File: src/rtl/siso_pkg.sv
// Shared defaults for the serial-in serial-out shift register.
package siso_pkg;

    localparam int unsigned SISO_DEFAULT_WIDTH       = 4;
    localparam logic        SISO_DEFAULT_RESET_VALUE = 1'b0;

endpackage : siso_pkg

File: src/rtl/siso.sv
// Serial-in serial-out shift register: one bit enters per enabled edge and
// leaves WIDTH enabled edges later; the whole register is exported for observation.
module siso
    import siso_pkg::*;
#(
    parameter int unsigned WIDTH       = SISO_DEFAULT_WIDTH,
    parameter logic        RESET_VALUE = SISO_DEFAULT_RESET_VALUE
) (
    input  logic             clk,
    input  logic             rst,
    input  logic             en,
    input  logic             sin,
    output logic             sout,
    output logic [WIDTH-1:0] srtb
);

    logic [WIDTH-1:0] sr;

    // Bit 0 holds the newest sample; reset wins over enable.
    always_ff @(posedge clk or posedge rst) begin
        if (rst) begin
            sr <= {WIDTH{RESET_VALUE}};
        end else if (en) begin
            sr <= {sr[WIDTH-2:0], sin};
        end
    end

    assign srtb = sr;
    assign sout = sr[WIDTH-1];

endmodule : siso

File: config.mk
export PLATFORM = sky130hd
export DESIGN_NAME = siso
export DESIGN_NICKNAME = d
export VERILOG_FILES = /design/src/rtl/siso_pkg.sv /design/src/rtl/siso.sv
export SDC_FILE = /design/constraint.sdc
export NUM_CORES = 1
export LEC_CHECK = 0
export ABC_AREA = 0
export CORE_AREA = 5 5 42 44
export CTS_BUF_LIST = sky130_fd_sc_hd__clkbuf_8
export DETAILED_ROUTE_END_ITERATION = 8
export DIE_AREA = 0 0 47 49
export HOLD_SLACK_MARGIN = 0.1
export PLACE_DENSITY = 0.3
export SYNTH_ARGS = -nofsm -noshare
export SYNTH_HDL_FRONTEND = slang
export SYNTH_SLANG_ARGS = --single-unit
File: constraint.sdc
create_clock -name clk -period 1 [get_ports clk]
set_input_delay 0.2 -clock clk [delete_from_list [all_inputs] [get_ports clk]]
set_output_delay 0.2 -clock clk [all_outputs]
set_load 0.1 [all_outputs]
# --- After elaboration in Yosys (flattened, before gate mapping) ---
# Cells that the tools add are included.
word_totals:
  output_inout_bits: 5
  inputBits: 4
  wordCells: 1
  register_bits: 4

# --- Depth between registers and ports, before layout ---
# Gate-level depths: netlist (run 1).
logic_depth:
  depth_word: 0
  depth_mapped: 1
  mapped_depth_nobuf: 1

# --- Least setup slack after synthesis (run 1) ---
# No wires, ideal clock.
synth_timing:
  path_kind: "register to output"
  startpoint: "reg sr[3], in the netlist srtb[3]"
  endpoint: "out srtb[3]"
  required_time_ps: 800
  n_path_buf: 1
  arrival_ps: 1337
  path_stages_with_launch: 2
  setup_slack_ps: -537
  path_cell_list: "dfrtp_1 > buf_4"
synth_lines:
  columns: ["element", "line", "source"]
  rows:
  - ["start, declared", "siso.sv:17", "logic [WIDTH-1:0] sr;"]
  - ["start signal, assigned", "siso.sv:22", "sr <= {WIDTH{RESET_VALUE}};"]
  - ["start signal, assigned", "siso.sv:24", "sr <= {sr[WIDTH-2:0], sin};"]
  - ["end, declared", "siso.sv:14", "output logic [WIDTH-1:0] srtb"]
# No word-level cell between the ends.

# --- Final worst setup path (run 1) ---
layout_timing:
  startpoint: "reg sr[3], in the netlist srtb[3]"
  endpoint: "out sout"
layout_lines:
  columns: ["element", "line", "source"]
  rows:
  - ["end, declared", "siso.sv:13", "output logic sout,"]
# No word-level cell between the ends.

==> summary.txt, run 1 <==
Timing
  – # setup viols final: 5
  – Period minus WS final: approximately 1.1 ns
  – Slew Limit Fails: 0
  – Worst Max-Slew Pin Slew: 0.182 ns
  – Tcrit/Tclk final: 1.09
  – PnR worst setup slack: -0.0888 ns
  – RSZ-0062 raised after global routing: yes
  – Final Skew: around 0.00066 ns
  – Fmax: between 900 and 1000 MHz
  – Final hold vios: 0
  – Setup_tns: -0.399 ns
  – Relative slew slack: 0.879

Worst setup path
  – RR Startpoint: srtb[0]$_DFFE_PP0P_
  – CP bufs+invs: 1
  – Reg2reg path depth: 2
  – CP Capture Type: primary output
  – CP Cell Sequence: buf_12
  – Critical path type: reg2out
  – Critical Path End: sout
  – Cell at the slowest stage of the critical path: dfrtp_4
  – Largest delay share family, worst path: flip-flops
  – Critical Path Start Type: register
  – Crit-path max cell delay: 0.50 ns
  – Critical Path Stages: 1
  – Crit path from: srtb[3]$_DFFE_PP0P_
  – Critical Path RT: 0.80 ns
  – Worst R2R Setup Slack: about 0.020 ns
  – CP max FO: 3
  – Critical path arrival: 0.89 ns
  – RR Endpoint: srtb[1]$_DFFE_PP0P_

Clocking
  – Max clock buf depth: 2
  – # H-tree levels: 1
  – Clock Pin Slew Worst Setup and Hold Paths: roughly 0.03 ns
  – Total CTS buffers: 3
  – Root Buffer: clkbuf_8
  – CTS tree: done
  – Sink Count: 4
  – Clock latency at the later pin of the worst-skew pair: between 0.2 and 0.25 ns

Detailed routing
  – Routed length per placed instance: between 9 and 10 µm
  – DRT Wirelength: 368 µm
  – Final ANT Viol Nets: 0
  – Via count: about 120
  – Iter 0 DRT Violations: 1
  – Drt drc: 0
  – Pre-antenna DRT Iters: 2
  – Vias/cell: 3.18

Global route
  – Initial antenna violation count: 0
  – Grt total ovfl: 0
  – Gr usage total: 0.0423
  – Largest net degree at the start of global routing: 5
  – Vias in the first global route: 135
  – First-pass GRT wire length: around 570 µm

Floorplanning
  – Die width: 47 µm
  – Die Y-Extent: around 49 µm
  – Cell Rows: 14
  – Core Area: between 1000 and 1500 µm²
  – Total die area: 2300 µm²
  – Starting Density: 0.112
  – # IOs: 9

Synth
  – Synth Area per Inst: between 15 and 20 µm²
  – Yosys top cell area share: 0.640
  – Number of distinct library cells after synthesis: 4
  – Cells after Synth: 10
  – Yosys top cell by area: dfrtp_1
  – Post-Syn Area: roughly 160 µm²
  – FF+latch count, synth: 4
  – Post-synthesis sequential area ratio: 0.640
  – Synth warn: 0
  – Largest cells by area after synthesis: dfrtp_1, mux2_2, buf_4
  – Syn_nets: 14

Placement
  – RePlAce Congestion: ~0.57
  – PortBufs: 8
  – Post-place setup slack: -0.254 ns

Outcome
  – Status: finished, violations left
  – Failing checks: negative setup slack

Final layout
  – Layout area overhead: 148%
  – Ant diodes: 0
  – Share of layout cells above drive strength 1: 0.826
  – # nets final: 29
  – Largest register FFs: 4

Job
  – # Max-Cap Violations: 0

Power
  – Internal power: between 600 and 700 µW
  – Leak Pwr: 0.164 nW
  – Clock Power Share: 0.300
  – Sw power: between 400 and 500 µW
  – Sequential cell fraction of total power: 0.225
  – Sw Share: 0.396
  – Combinational power share: 0.475
  – IR drop worst, VDD: approximately 0.96 mV
  – Pwr/cell area: 2880 nW/µm²

Min path
  – Hold Crit Class: in2async
[metrics by stage]
stage / hold WS, ns / std cells / util / instance area (µm²) / total power [mW]
5_1_grt: 0.199 / 39 / 0.277 / 388 / 1.15
6_report: 0.173 / 39 / 0.277 / 388 / 1.12
3_5_place_dp: 0.407 / 33 / 0.224 / 314 / 0.751
2_1_floorplan: -0.0338 / 10 / - / 184 / 0.590
3_3_place_gp: 0.402 / 33 / 0.224 / 314 / 0.750
4_1_cts: 0.178 / 39 / 0.271 / 380 / 1.13
[kinds of logic (layout without fill, tap and decap cells)]
logic type / after synthesis / count (layout) / synth area share
mux: 4 / 4 / 0.288
flops: 4 / 4 / 0.640
buf+inv: 2 / 15 / 0.0720
[worst min-delay path by stage]
stage          from                   to  slack (ns)  cells past startpoint
5_1_grt         rst  srtb[3]$_DFFE_PP0P_        0.20                      2
2_1_floorplan   rst  srtb[0]$_DFFE_PP0P_       -0.03                      1
4_1_cts         rst  srtb[2]$_DFFE_PP0P_        0.18                      2
6_report        rst  srtb[3]$_DFFE_PP0P_        0.17                      2
3_5_place_dp    rst  srtb[3]$_DFFE_PP0P_        0.41                      2
3_3_place_gp    rst  srtb[0]$_DFFE_PP0P_        0.40                      2
[what timing repair did]
item / CTS / global route
hold buffers: 0 / 0
gates resized for setup: 2 / 2
endpoints found under the setup margin: 9 / 7
buffers inserted: 3 / 0
pin swaps: 0 / 0
[power groups by stage]
stage	clock, mW	sequential [mW]	combinational (mW)
floorplan	0	0.446	0.144
finish	0.335	0.251	0.531
global placement	0	0.255	0.495
detailed placement	0	0.255	0.496
CTS	0.349	0.251	0.528
global route	0.355	0.256	0.543
[layer usage]
layer	track usage	vias to the layer above	wire (µm)
met4	0.0553	0	0
met2	0.0430	8	169
met5	0	-	0
met3	0.0369	0	55
li1	-	58	-
met1	0.0419	58	143
[cell usage after synthesis]
master   count
mux2_2       4
dfrtp_1      4
inv_1        1
buf_4        1
[cells in the final DEF (no fill, tap or decap)]
master,n
buf_12,5
buf_6,3
clkbuf_8,3
clkdlybuf4s50_1,2
dfrtp_4,4
dlygate4sd2_1,1
inv_1,1
mux2_2,4
[cell type report]
| class | count | area, µm² |
|---|---|---|
| inverter | 1 | 3.75 |
| tap | 16 | 20.0 |
| clock buffer | 3 | 41.3 |
| timing repair buffer | 11 | 163 |
| fill | 158 | 1010 |
| sequential | 4 | 115 |
| multi-input combinational | 4 | 45.0 |
(Power assumes the default switching activity.)
==> run 2: changes to the inputs <==
Settings changed: GPL_TIMING_DRIVEN set to 0, TNS_END_PERCENT set to 1.
==> run 2 against run 1 <==
The flow still finishes with violations (negative setup slack). Combinational power is 4.0% lower. Clock power hardly changed. Clock skew is 0.00057 ns lower. Wire length is 1.4% higher. Largest cell class unchanged.
==> summary.txt, run 2 (same netlist as run 1, synthesis figures left out) <==
Outcome
  – Status: finished, violations left
  – Failing checks: negative setup slack

Worst setup path
  – Critical path type: reg2out
  – CP max FO: 3 (unchanged)
  – CP Capture Type: primary output
  – RR Startpoint: srtb[2]$_DFFE_PP0P_
  – Crit path from: srtb[3]$_DFFE_PP0P_
  – Critical path arrival: 0.98 ns (+0.09 ns)
  – Reg2reg path depth: 1 (-1)
  – Critical Path Start Type: register
  – Critical Path RT: 0.80 ns (about the same)
  – Worst R2R Setup Slack: 0.12 ns (+0.10 ns)

Power
  – Leak Pwr: 0.151 nW (-8.1%)
  – Internal power: 654 µW (-3.2%)
  – IR drop worst, VDD: 0.809 mV (-16%)
  – Sw power: 438 µW (-0.92%)
  – Sw Share: 0.401 (+0.00549)
  – Power, Total: 1.09 mW (-2.3%)
  – Combinational power share: 0.467 (-0.008)
  – Sequential cell fraction of total power: 0.227 (+0.002)
  – Pwr/cell area: 3020 nW/µm² (+4.8%)
  – Clock Power Share: 0.306 (+0.006)

Final layout
  – Most frequent cells in the layout: buf_12, mux2_2, dfrtp_4
  – Layout area overhead: 131%
  – Commonest non-fill, non-tap cell in the layout: buf_12
  – Share of layout cells above drive strength 1: 0.810 (-0.0166)
  – # nets final: 27 (-6.9%)
  – Ant diodes: 0 (unchanged)
  – Filler Cells Inserted: 155 (-1.9%)
  – Largest register FFs: 4 (unchanged)

Detailed routing
  – Vias/cell: 3.24 (+2.0%)
  – Pre-antenna DRT Iters: 3 (+1)
  – DRT Wirelength: 373 µm (+1.4%)
  – Final ANT Viol Nets: 0 (unchanged)
  – Via count: 120 (-3.2%)
  – Drt drc: 0 (unchanged)
  – Iter 0 DRT Violations: 1 (unchanged)
  – Routed length per placed instance: 10.1 µm (+6.8%)

Global route
  – Vias in the first global route: 156 (+16%)
  – Grt total ovfl: 0 (unchanged)
  – Largest net degree at the start of global routing: 5 (unchanged)
  – Gr usage total: 0.0473 (+0.00497)
  – Initial antenna violation count: 0 (unchanged)
  – First-pass GRT wire length: 676 µm (+18%)

Clocking
  – Root Buffer: clkbuf_8
  – Post-CTS Hold Fix Bufs: 0 (unchanged)
  – Max clock buf depth: 2 (unchanged)
  – CTS tree: done
  – Clock latency at the later pin of the worst-skew pair: 0.21 ns (about the same)
  – Clock Pin Slew Worst Setup and Hold Paths: 0.03 ns (about the same)
  – Total setup buffers inserted after CTS: 0 (-3)
  – Total CTS buffers: 3 (unchanged)
  – # H-tree levels: 1 (unchanged)
  – Gates resized, CTS repair: 43 (+41)
  – Sink Count: 4 (unchanged)

Placement
  – PortBufs: 8 (unchanged)
  – Post-place setup slack: -0.823 ns (-0.568 ns)
  – RePlAce Congestion: 0.604 (+5.0%)

Timing
  – # setup viols final: 5 (unchanged)
  – Final Skew: 0.0000890 ns (-0.000572 ns)
  – Worst Max-Slew Pin Slew: 0.281 ns (+0.0987 ns)
  – Worst Hold Slack: 0.173 ns (-0.000233 ns)
  – Slew Limit Fails: 0 (unchanged)
  – Fmax: 845 MHz (-8.0%)
  – RSZ-0062 raised after global routing: yes
  – Final hold vios: 0 (unchanged)
  – Tcrit/Tclk final: 1.18 (+0.0942)
  – Period minus WS final: 1.18 ns (+0.0942 ns)
  – Relative slew slack: 0.814 (-0.0643)
  – PnR worst setup slack: -0.183 ns (-0.0942 ns)

Floorplanning
  – Die Y-Extent: 49 µm (unchanged)
  – Core Area: 1400 µm² (unchanged)
  – # IOs: 9 (unchanged)
  – Starting Density: 0.112 (unchanged)
  – Total die area: 2300 µm² (unchanged)
  – Die width: 47 µm (unchanged)
  – Cell Rows: 14 (unchanged)

Min path
  – Hold Crit Class: in2async

Job
  – # Max-Cap Violations: 0 (unchanged)
[run 2: cell count changes in the layout (fill, tap and decap cells not counted)]
cell | before | now
buf_4 | 0 | 1
buf_6 | 3 | 0
[run 2: power by group through the flow]
stage	Combinational (mW)	Sequential [mW]	Clock, mW
floorplan	0.144	0.446	0
finish	0.510	0.247	0.335
detailed placement	0.448	0.240	0
CTS	0.513	0.249	0.346
global placement	0.447	0.239	0
global route	0.523	0.255	0.362
[run 2: final timing paths]
check	end
max in group asynchronous	srtb[2]$_DFFE_PP0P_
setup / recovery	srtb[3]
hold reg to reg	srtb[1]$_DFFE_PP0P_
min in group clk	srtb[0]$_DFFE_PP0P_
setup reg to reg	srtb[3]$_DFFE_PP0P_
hold / removal	srtb[0]$_DFFE_PP0P_
[run 2: area by class of cell]
type / count / area, µm² / area share
flip-flops and latches: 4 / 115 / 0.318
clock buffers: 3 / 41.3 / 0.114
plain buffers: 1 / 20.0 / 0.0554
inverters: 1 / 3.75 / 0.0104
multi-input cells: 4 / 45.0 / 0.125
well taps: 16 / 20.0 / 0.0554
repair buffers: 8 / 116 / 0.322
[run 2: worst max-delay path, stage by stage, from the launching register on]
cell	delay (ns)
dfrtp_4	0.48
buf_12	0.13
buf_12	0.15
[run 2: routing by layer]
metal | vias up | part of all wire | GRT usage | wire, µm
met1 | 58 | 0.35 | 0.0420 | 132
met4 | 0 | 0 | 0.0691 | 0
met2 | 8 | 0.45 | 0.0520 | 167
met3 | 0 | 0.19 | 0.0369 | 72
li1 | 54 | - | - | -
met5 | - | 0 | 0 | 0
[run 2: through the flow]
stage,instance area [µm²],TNS [ns],util,std cells
detailed placement,284,-4.79,0.203,34
global placement,284,-4.75,0.203,34
finish,362,-0.550,0.258,37
CTS,362,-0.590,0.258,37
global route,362,-0.664,0.258,37
floorplan,184,-0.141,-,10
==> run 3: changes to the inputs <==
Settings changed: CTS_BUF_LIST sky130_fd_sc_hd__clkbuf_8 to sky130_fd_sc_hd__clkbuf_16.
==> run 3 against run 2 <==
The run still ends with negative setup slack left. Largest power group is now the clock network. Highest routed layer is now met4. Global-route usage up 0.35 points. Flip-flop and latch count unchanged. Clock power is 85% higher. Setup slack got worse by 0.010 ns. Critical endpoint unchanged. Sequential share of layout area decreased by 2.7 points. Maximum frequency down 0.85%. Via count rose by 5.8%. Sequential power about the same. First-iteration DRC count down 100%.
==> summary.txt, run 3 (same netlist as run 1, synthesis figures left out) <==
Outcome
  – Status: finished, violations left
  – Failing checks: negative setup slack

Power
  – Clock Power Share: 0.450 (+0.144)
  – Sw Share: 0.340 (-0.0607)
  – IR drop worst, VDD: 0.827 mV (+2.2%)
  – Combinational power share: 0.370 (-0.097)
  – Sw power: 469 µW (+7.0%)
  – Power, Total: 1.38 mW (+26%)
  – Pwr/cell area: 3480 nW/µm² (+15%)
  – Internal power: 908 µW (+39%)
  – Sequential cell fraction of total power: 0.180 (-0.047)
  – Leak Pwr: 0.166 nW (+10%)

Final layout
  – Layout area overhead: 153%
  – Ant diodes: 0 (unchanged)
  – Final Cell Area: 395 µm² (+9.3%)
  – Filler Cells Inserted: 150 (-3.2%)
  – Multi-input logic area: 45.0 µm² (unchanged)
  – # nets final: 27 (unchanged)
  – Largest register FFs: 4 (unchanged)
  – Seq. cell area: 115 µm² (unchanged)
  – Final Util: 0.282 (+0.0241)
  – Commonest non-fill, non-tap cell in the layout: buf_12
  – Most frequent cells in the layout: buf_12, mux2_2, dfrtp_4
  – Share of layout cells above drive strength 1: 0.810 (unchanged)

Worst setup path
  – CP bufs+invs: 2 (unchanged)
  – Worst R2R Setup Slack: 0.12 ns (about the same)
  – Critical Path RT: 0.80 ns (about the same)
  – Crit-path max cell delay: 0.48 ns (about the same)
  – RR Endpoint: srtb[3]$_DFFE_PP0P_
  – Cell repeated most along the worst path: buf_12
  – Critical path arrival: 0.99 ns (about the same)
  – CP max FO: 3 (unchanged)
  – Critical Path End: srtb[3]
  – CP Cell Sequence: buf_12 -> buf_12
  – Critical Path Start Type: register
  – Crit path from: srtb[3]$_DFFE_PP0P_
  – Critical path type: reg2out
  – RR Startpoint: srtb[2]$_DFFE_PP0P_
  – Critical Path Stages: 2 (unchanged)
  – Reg2reg path depth: 1 (unchanged)
  – CP Capture Type: primary output
  – Largest delay share family, worst path: flip-flops
  – Cell at the slowest stage of the critical path: dfrtp_4

Timing
  – Fmax: 838 MHz (-0.85%)
  – Tcrit/Tclk final: 1.19 (+0.0102)
  – PnR worst setup slack: -0.193 ns (-0.0102 ns)
  – Final hold vios: 0 (unchanged)
  – Worst Max-Slew Pin Slew: 0.281 ns (unchanged)
  – RSZ-0062 raised after global routing: yes
  – Slew Limit Fails: 0 (unchanged)
  – Relative slew slack: 0.814 (unchanged)
  – # setup viols final: 5 (unchanged)
  – Period minus WS final: 1.19 ns (+0.0102 ns)
  – Final Skew: 0.000982 ns (+0.000893 ns)

Clocking
  – Clock latency at the later pin of the worst-skew pair: 0.22 ns (about the same)
  – # H-tree levels: 1 (unchanged)
  – Max clock buf depth: 2 (unchanged)
  – Sink Count: 4 (unchanged)
  – Total setup buffers inserted after CTS: 0 (unchanged)
  – CTS tree: done
  – Post-CTS Hold Fix Bufs: 0 (unchanged)
  – Total CTS buffers: 3 (unchanged)
  – Clock Pin Slew Worst Setup and Hold Paths: 0.03 ns (about the same)
  – Root Buffer: clkbuf_16

Detailed routing
  – Routed length per placed instance: 10.4 µm (+3.5%)
  – Vias/cell: 3.43 (+5.8%)
  – WL met1: 133 µm (+0.76%)
  – Via count: 127 (+5.8%)
  – Met3 WL: 90 µm (+25%)
  – Drt drc: 0 (unchanged)
  – Pre-antenna DRT Iters: 1 (-2)
  – DRT Wirelength: 386 µm (+3.5%)
  – Iter 0 DRT Violations: 0 (-1)
  – Wire length on met2: 141 µm (-16%)
  – Final ANT Viol Nets: 0 (unchanged)
  – Top sig layer: met4

Placement
  – RePlAce Congestion: 0.604 (unchanged)
  – PortBufs: 8 (unchanged)
  – Post-DP Area: 284 µm² (unchanged)

Floorplanning
  – Total die area: 2300 µm² (unchanged)
  – Cell Rows: 14 (unchanged)
  – # IOs: 9 (unchanged)
  – Die width: 47 µm (unchanged)
  – Die Y-Extent: 49 µm (unchanged)
  – Core Area: 1400 µm² (unchanged)
  – Starting Density: 0.112 (unchanged)

Global route
  – Largest net degree at the start of global routing: 5 (unchanged)
  – First-pass GRT wire length: 690 µm (+2.1%)
  – Vias in the first global route: 153 (-1.9%)
  – Gr usage total: 0.0508 (+0.00353)
  – Initial antenna violation count: 0 (unchanged)
  – Grt total ovfl: 0 (unchanged)

Job
  – # Max-Cap Violations: 0 (unchanged)

Min path
  – Hold Crit Class: in2async
## run 3: cell counts in the layout (fill, tap and decap cells not counted)
No cell type changed its count.
## run 3: worst min-delay path by stage
stage / to / cells past startpoint / startpoint
floorplan: srtb[0]$_DFFE_PP0P_ / 1 / rst
global placement: srtb[3]$_DFFE_PP0P_ / 2 / rst
detailed placement: srtb[0]$_DFFE_PP0P_ / 2 / rst
CTS: srtb[0]$_DFFE_PP0P_ / 2 / rst
global route: srtb[3]$_DFFE_PP0P_ / 2 / rst
finish: srtb[0]$_DFFE_PP0P_ / 2 / rst
## run 3: cell type report
| type | instances | share of cell area |
|---|---|---|
| buffer | 1 | 0.0506 |
| timing repair buffer | 8 | 0.294 |
| tap | 16 | 0.0506 |
| multi-input combinational | 4 | 0.114 |
| sequential | 4 | 0.291 |
| clock buffer | 3 | 0.190 |
| inverter | 1 | 0.00949 |
## run 3: power groups by stage
stage	sequential [mW]	clock, mW	combinational (mW)
global route	0.255	0.645	0.523
floorplan	0.446	0	0.144
global placement	0.239	0	0.447
CTS	0.249	0.634	0.513
finish	0.247	0.620	0.510
detailed placement	0.240	0	0.448
## run 3: repair_timing
action	in CTS	in global routing
cloned	0	0
endpoints found under the setup margin	9	5
pin swaps	0	0
resized for setup	43	0
## run 3: stage by stage
stage	hold slack, ns	setup WS [ns]	TNS [ns]	cells
2_1_floorplan	-0.0338	-0.0344	-0.141	10
3_3_place_gp	0.402	-0.824	-4.75	34
3_5_place_dp	0.404	-0.823	-4.79	34
4_1_cts	0.169	-0.198	-0.633	37
5_1_grt	0.176	-0.213	-0.693	37
6_report	0.162	-0.193	-0.599	37
## run 3: layer usage
metal	vias to the layer above	global-route usage
li1	54	-
met1	59	0.0420
met2	11	0.0498
met3	3	0.0590
met4	0	0.0691
met5	-	0
==> RTL edit 1: new RTL, settings of run 3 <==
Put a register stage on the output `sout`, with the module's reset. The value now appears one clock later. The other outputs are not delayed to match.
--- a/src/rtl/siso.sv
+++ b/src/rtl/siso.sv
@@ -28,3 +28,9 @@
     assign srtb = sr;
-    assign sout = sr[WIDTH-1];
+    always_ff @(posedge clk or posedge rst) begin
+        if (rst) begin
+            sout <= '0;
+        end else begin
+            sout <= sr[WIDTH-1];
+        end
+    end
 
Behaviour: not the same (Yosys sat finds a counterexample within 10 cycles, from zero or initial values and one cycle with rst high).
==> RTL edit 1 against run 3 <==
- the flow still finishes with violations (negative setup slack)
- synthesized area is 11% higher
- largest cell class is now sequential cells
- routed wire length is 3.9% higher
- fmax is 17% higher
- core utilization is 0.54 points higher
- synthesized cell count stayed put
- sequential cell count is 1 higher
- sequential share of layout area is 3.5 points higher
- die area stayed put
- setup slack better by 0.17 ns
- largest power group unchanged
- cell area is 1.9% higher
- count of clock-buffer cells in the layout stayed put
- total power is 3.1% higher
- cell count is 2.7% higher
==> RTL edit 1: results (changes against run 3) <==
metric,value,unit,change
run_status,"finished, violations left",,
violations,negative setup slack,,
worstReg2RegStart,srtb[1]$_DFFE_PP0P_,,
vias,130,,+2.4%
avgRoutedWirePerCell,10.6,um,+1.2%
grtUsageMet2,0.0407,,-0.00905
rrSetupSlack,0.19,ns,+0.07 ns
finClkSkew,0.000846,ns,-0.000136 ns
busiest_layer,met1,,
setup_violations,4,,-1
grt_util_met1,0.0692,,+0.0272
worst_slack,-0.0220,ns,+0.171 ns
critPathLaunch,srtb[0]$_DFFE_PP0P_,,
netlist_top_cells_count,"5 x dfrtp_1, 4 x mux2_2, 1 x inv_1",,
post_dp_cell_area,280,sq um,-1.3%
r2r_end,srtb[2]$_DFFE_PP0P_,,
arrival,0.82,ns,-0.17 ns
htreeDepth,1,,unchanged
pre_cts_ws,-0.680,ns,+0.142 ns
slowest_stage,dfrtp_2,,
drive_gt1_frac,0.773,,-0.0368
synth.avg_cell_area,17.4,sq um,+11%
cpPeakStageDelay,0.42,ns,-0.06 ns
clk_pin_slew,0.03,ns,about the same
place.gp.congestion,0.584,,-3.3%
cp_top_family,flip-flops,,
synth_cell_types,3,,-1
antenna_found_initial,0,,unchanged
leakagePower,0.175,nW,+5.4%
vdd_drop_max,1080,uV,+30%
slew-limit-headroom,0.866,,+0.0520
seq_area_frac_synth,0.719,,+0.0794
cp-endpoint,srtb[0],,
ys_top_cells_by_area,"dfrtp_1 72%, mux2_2 26%, inv_1 2.2%",,
tns,-0.0785,ns,+0.520 ns
synthFlopType,dfrtp_1,,
use_met3,0.0332,,-0.0258
path_depth,1,,-1
grt_max_degree,6,,+1
holdWs,0.191,ns,+0.0285 ns
grt_usage,0.0517,,+0.000852
final_nets,27,,unchanged
grt_pass1_wl,696,um,+0.87%
final_cells,38,,+2.7%
syn-num-nets,14,,unchanged
==> RTL edit 1: per-layer routing <==
metal	wire length (um)	vias to the layer above
met3	56	2
met5	0	-
met1	202	60
met2	128	11
met4	14	0
li1	-	57
==> RTL edit 1: cells by family (layout without fill, tap and decap cells) <==
logic type	after synthesis	in the layout	synth area share
DFF	5	5	0.719
muxes	4	4	0.259
buffers and inverters	1	13	0.0216
==> RTL edit 1: report_power, final <==
part	switching (mW)	internal, mW	total (mW)
Clock	0.130	0.518	0.648
Sequential	0.0422	0.249	0.291
Combinational	0.315	0.166	0.480
==> RTL edit 1: layout make-up <==
class / instances / area (sq um)
clock buffer: 3 / 75.1
inverter: 1 / 3.75
fill: 151 / 998
timing repair buffer: 8 / 124
sequential: 5 / 131
multi-input combinational: 4 / 45.0
tap: 16 / 20.0
clock inverter: 1 / 3.75
==> RTL edit 1: timing repair <==
| action | in CTS | in global routing |
|---|---|---|
| endpoints found under the setup margin | 9 | 5 |
| resized for setup | 44 | 1 |
| hold buffers | 0 | 0 |
==> RTL edit 2: new RTL, flow settings as in run 3 <==
Made on the original files. Make the reset (`rst`) synchronous in one clocked block.
--- a/src/rtl/siso.sv
+++ b/src/rtl/siso.sv
@@ -19,3 +19,3 @@
     // Bit 0 holds the newest sample; reset wins over enable.
-    always_ff @(posedge clk or posedge rst) begin
+    always_ff @(posedge clk) begin
         if (rst) begin
Behaviour: differs if rst is asserted again (counterexample within 4 cycles, from zero or initial values and one cycle with rst high); with rst held inactive, the same outputs for 10 cycles.
==> RTL edit 2 against run 3 <==
- the run still ends with negative setup slack left
- clock skew increased by 0.00081 ns
- cell area down 10%
- die area stayed put
- synthesized area decreased by 5.6%
- critical path depth is the same
- register-to-register slack improved by 0.26 ns
- routed wire length is 9.1% lower
- setup slack improved by 0.17 ns
- fmax up 17%
- sequential cell count unchanged
- non-clock buffer count did not move
- critical endpoint unchanged
Power is not compared: it rests on default switching activity, and its combinational part moved more than twofold at a synthesized area within 25%.
==> RTL edit 2: results (changes against run 3) <==
metric,value,unit,change
synthMuxAreaShare,0.271,,-0.0168
hold_class,in -> reg,,
vias,132,,+3.9%
netlist_top_cells_count,"4 x dfxtp_1, 4 x mux2i_1, 4 x nor2_1",,
port_buffers,7,,-1
ys_top_cells_by_area,"dfxtp_1 54%, mux2i_1 27%, nor2_1 10%",,
synthFlopType,dfxtp_1,,
grt_usage,0.0438,,-0.00706
async_reset_ff_frac,0,,-1.00
use_met3,0.0738,,+0.0148
grt_pass1_wl,607,um,-12%
run_status,"finished, violations left",,
grt_pass1_vias,145,,-5.2%
final_nets,30,,+11%
rrSetupSlack,0.38,ns,+0.26 ns
worst_slack,-0.0228,ns,+0.170 ns
setup_violations,1,,-4
violations,negative setup slack,,
place.gp.congestion,0.646,,+7.1%
finClkSkew,0.00179,ns,+0.000810 ns
p_total,0.866,mW,
synth.avg_cell_area,10.5,sq um,-33%
fillers,158,,+5.3%
syn-num-nets,18,,+4
synth_cell_types,5,,+1
r2r_end,srtb[1]$_SDFFE_PP0P_,,
tns,-0.0228,ns,+0.576 ns
arrival,0.82,ns,-0.17 ns
slowest_stage,dfxtp_2,,
r2r.worst_path.cells,2,,+1
seq_area_frac_synth,0.542,,-0.0976
critPathLaunch,srtb[3]$_SDFFE_PP0P_,,
drt-total-wl,351,um,-9.1%
syn_to_final_growth,140,%,
cts_resized,42,,-2.3%
RTL edit 2: changes by cell type after synthesis, sizes merged:
| cell | before | now |
|---|---|---|
| clkbuf | 0 | 1 |
| mux2 | 4 | 0 |
| nor2 | 0 | 4 |
| dfxtp | 0 | 4 |
| inv | 1 | 0 |
| mux2i | 0 | 4 |
| dfrtp | 4 | 0 |
RTL edit 2: logic make-up (layout without fill, tap and decap cells):
group | after synthesis | count (layout)
multiplexers | 4 | 4
AND/OR/NAND/NOR | 4 | 4
buffers and inverters | 2 | 12
flip-flops | 4 | 4
RTL edit 2: per-layer routing:
metal  part of all wire  wire [um]  up-vias
met4                  0          0        0
met2               0.33        116       11
met5                  0          0        -
li1                   -          -       65
met1               0.40        140       56
met3               0.27         94        0
RTL edit 2: final cells by class:
type,instances,area share
Clock buffer,3,0.212
Buffer,2,0.0459
Sequential cell,4,0.240
Tap cell,16,0.0565
Multi-Input combinational cell,8,0.155
Timing Repair Buffer,7,0.290
